### config.mk
export PLATFORM = sky130hd
export DESIGN_NAME = fetch_unit
export DESIGN_NICKNAME = d
export VERILOG_FILES = /design/src/rtl/fetch_unit.sv
export SDC_FILE = /design/constraint.sdc
export NUM_CORES = 1
export LEC_CHECK = 0
export BUFFER_PORTS_ARGS = -buffer_cell sky130_fd_sc_hd__buf_2
export CORE_AREA = 3 3 109 111
export DETAILED_ROUTE_END_ITERATION = 10
export DIE_AREA = 0 0 112 114
export PLACE_DENSITY = 0.75
export SETUP_SLACK_MARGIN = 0.3
export SYNTH_ARGS = -nofsm -noshare
export SYNTH_HDL_FRONTEND = slang
export SYNTH_SLANG_ARGS = --single-unit
### constraint.sdc
create_clock -name clk -period 6.7 [get_ports clk]
set_clock_uncertainty 0.05 [all_clocks]
set_input_delay 0.335 -clock clk [delete_from_list [all_inputs] [get_ports clk]]
set_output_delay 0.335 -clock clk [all_outputs]
set_load 0.01 [all_outputs]
### src/rtl/fetch_unit.sv
// Instruction fetch stage: drives the instruction-memory address, registers the
// returned word into ir_out and handles decode-stage redirects.
// IDLE spends one cycle after reset. RUN fetches and stalls. FLUSH covers the one dead cycle
// that follows a redirect.
// Optional build macro FETCH_PERF_CNT_EN adds a wrapping load counter on fetch_cnt.
module fetch_unit #(
  parameter logic [31:0] RESET_PC = 32'd0
) (
  input  logic        clk,
  input  logic        rst,
  output logic [31:0] pc_out,
  input  logic [31:0] inst_in,
  input  logic [31:0] pc_n_in,
  input  logic        br_taken,
  input  logic [15:0] br_offset,
  output logic [31:0] ir_out,
  output logic [31:0] ir_pc_n,
  output logic        ir_valid,
  input  logic        ir_ready
`ifdef FETCH_PERF_CNT_EN
  ,
  output logic [31:0] fetch_cnt
`endif
);

  localparam logic [1:0] IDLE  = 2'd0;
  localparam logic [1:0] RUN   = 2'd1;
  localparam logic [1:0] FLUSH = 2'd2;

  logic [1:0]  state_q, state_d;
  logic        redirect;
  logic        load;
  logic [31:0] br_target;

  // Redirect wins over both load and stall; a branch only counts against a valid IR in RUN.
  always_comb begin
    redirect  = (state_q == RUN) && ir_valid && br_taken;
    load      = (state_q == RUN) && !redirect && (!ir_valid || ir_ready);
    br_target = ir_pc_n + {{16{br_offset[15]}}, br_offset};
  end

  // Next-state selection.
  always_comb begin
    state_d = state_q;
    unique case (state_q)
      IDLE:    state_d = RUN;
      RUN:     state_d = redirect ? FLUSH : RUN;
      FLUSH:   state_d = RUN;
      default: state_d = IDLE;
    endcase
  end

  // State register.
  always_ff @(posedge clk or posedge rst) begin
    if (rst) begin
      state_q <= IDLE;
    end else begin
      state_q <= state_d;
    end
  end

  // PC and instruction register. A redirect updates the PC and drops the IR contents.
  always_ff @(posedge clk or posedge rst) begin
    if (rst) begin
      pc_out   <= RESET_PC;
      ir_out   <= 32'd0;
      ir_pc_n  <= 32'd0;
      ir_valid <= 1'b0;
    end else if (redirect) begin
      pc_out   <= br_target;
      ir_valid <= 1'b0;
    end else if (load) begin
      pc_out   <= pc_n_in;
      ir_out   <= inst_in;
      ir_pc_n  <= pc_n_in;
      ir_valid <= 1'b1;
    end
  end

`ifdef FETCH_PERF_CNT_EN
  // Counts every IR load and wraps at 2^32.
  always_ff @(posedge clk or posedge rst) begin
    if (rst) begin
      fetch_cnt <= 32'd0;
    end else if (load) begin
      fetch_cnt <= fetch_cnt + 32'd1;
    end
  end
`endif

endmodule

==> qor.txt <==
nets = 937
commonest non-fill, non-tap cells in the layout = nand2_1 (244), buf_2 (180), dfrtp_1 (99)
Die X = 112 um
Core Region = 10900 sq um
# DRC = 0
global route total overflow = 0
gpl congestion = 0.906
CTS root buffer = clkbuf_8
Arrival @ worst endpoint = 3.30 ns
power density cells = 524 nW/um^2
number of DRC markers in iteration 0 = 426
DR pass1 iterations = 5
unrepaired setup endpoints after global routing = no
Die Footprint = 12800 sq um
Crit Path Category = reg2reg
CTS max path bufs = 2
Seq/Total Area, Yosys = 0.457
dpl cells = 949
Req. time, crit path = 6.91 ns
clk slew on worst S/H paths = 0.10 ns
CP cell instances = nor2b_1 > nand3_2 > inv_1 > nor2_1 > a221oi_1 > nand3_1
Hold Crit Depth = 3
worst vdd ir = 384 uV
Hold Crit Endpoint = ir_out[5]$_DFFE_PP0P_
postcts setup bufs = 0
initial antenna violation count = 0
# IOs = 181
Via density = 5.39
ys async rst share = 1.00
gate count of the mapped netlist = 652
Routed WL = 15000 um
Detail Placement HPWL = 11000 um
FF+latch count, synth = 99
fmax = 324 MHz
r2r setup slk = 3.61 ns
post-route clock period utilization = 0.461
Hold/Removal Path Class = in2reg
number of max-cap violations = 0
reg2reg start = state_q[1]$_DFF_PP0_
Slew Limit Fails = 0
reg-to-reg endpoint = pc_out[27]$_DFFE_PP0P_
Main synth FF type = dfrtp_1
PortBufs = 180
minimum clock period after layout = 3.09 ns
CP Launch Type = flip-flop
Post-Layout Cell Count = 965
drt wl/cell = 15.5 um
ANT nets after route = 0
clock sink count = 99
Hold Slack = 0.0915 ns
GR Util All Layers = 0.241
area delta synth->final = 22.3%
R2R cell count = 6
crit path max-delay cell type = nand3_2
H-tree Lvls = 3
Starting Density = 0.497
most common cell after layout, fill and taps aside = nand2_1
number of flops mapped to enable cells by yosys = 0
hold buffers post-CTS = 1
Slew @ Worst Pin = 1.06 ns
first-pass GRT wire length = 25100 um
Static Leak = 3.54 nW
post_cts resized = 0
Fin Setup TNS = 0 ns
Critical Path Fanout Max = 45
Synth Net Count = 768
CP max stage delay = 0.74 ns
vias in the first global route = 5142
Hold Violations, Final = 0
layout cells sized above 1 = 0.248
CTS tree = built
Unique masters post-synth = 45
Setup Viol. Count Final = 0
Num CTS Buffers = 9
Ant. Diodes = 0
Post-Syn Area = 5420 sq um
Rows = 38
Synth Area per Inst = 8.31 sq um
pin count of the biggest net entering global routing = 72
HP Start = inst_in[5]
via count = 5198
clock latency on the worst-skew pair = 0.38 ns
Synth warnings = 0
Slew HR = 0.290
status = finished, final reports clean
die height = 114 um
CP endpoint kind = flip-flop
-- worst max-delay path by stage --
stage,from,to,depth (start not counted)
floorplan,rst,ir_out[0]$_DFFE_PP0P_,1
global placement,state_q[1]$_DFF_PP0_,pc_out[27]$_DFFE_PP0P_,6
detailed placement,state_q[1]$_DFF_PP0_,pc_out[27]$_DFFE_PP0P_,6
CTS,state_q[1]$_DFF_PP0_,pc_out[27]$_DFFE_PP0P_,6
global route,state_q[1]$_DFF_PP0_,pc_out[27]$_DFFE_PP0P_,6
finish,state_q[1]$_DFF_PP0_,pc_out[27]$_DFFE_PP0P_,6
-- report_power, final --
part / leakage, nW / switching (mW) / internal, mW / total [mW]
clock network: 0.0974 / 0.210 / 0.190 / 0.400
registers: 1.20 / 0.198 / 0.900 / 1.10
logic: 2.24 / 1.20 / 0.768 / 1.97
-- synth_stat cells (10+ instances only) --
| master | number | area share |
|---|---|---|
| a31oi_1 | 15 | 0.017 |
| ha_1 | 31 | 0.072 |
| xor2_1 | 10 | 0.016 |
| clkbuf_1 | 18 | 0.012 |
| nor2_1 | 32 | 0.022 |
| dfrtp_1 | 99 | 0.46 |
| nand2_1 | 245 | 0.17 |
| o21ai_0 | 32 | 0.030 |
| nand4_1 | 12 | 0.014 |
| inv_1 | 10 | 0.0069 |
| a21oi_1 | 40 | 0.037 |
| xnor2_1 | 16 | 0.026 |
-- per-stage QoR --
step                 util  total power [mW]  worst slack [ns]  area (sq um)
finish              0.608              3.47              3.61          6630
global route        0.608              3.80              3.18          6630
CTS                 0.608              3.49              3.56          6630
detailed placement  0.589              3.07              3.55          6410
global placement    0.589              3.03              3.72          6410
floorplan               -              2.43              3.72          5420
-- logic make-up after synthesis --
kind of cell	Yosys count	share of synthesized area
adder cells (fa/ha/maj)	32	0.0753
XOR/XNOR	26	0.0421
multiplexers	2	0.00370
buffers and inverters	36	0.0266
AND/OR/NAND/NOR	327	0.248
AO/OA/AOI/OAI	130	0.147
flip-flops	99	0.457
-- state kept, by name, indices dropped and copies added (netlist names) --
signal,flops
ir_valid,1
state_q,2
ir_pc_n,32
pc_out,32
ir_out,32
-- worst max-delay path: cells and delay by family, from the launching register on --
family / cells / cell delay [ns]
simple gates: 4 / 1.51
compound gates: 1 / 0.33
flops: 1 / 0.39
buf+inv: 1 / 0.66
-- per-layer routing --
metal / vias up / GRT usage / part of all wire
met5: - / 0 / 0
met1: 2434 / 0.335 / 0.46
li1: 2544 / - / -
met2: 200 / 0.369 / 0.45
met4: 0 / 0.0769 / 0.017
met3: 20 / 0.0679 / 0.075
-- area by class of cell --
type	count	area, sq um
Clock buffer	11	151
Clock inverter	4	50.0
Fill cell	990	4260
Inverter	10	40.0
Multi-Input combinational cell	517	2800
Sequential cell	99	2480
Tap cell	140	175
Timing Repair Buffer	184	933
No activity file was read; power rests on OpenSTA's default activity.
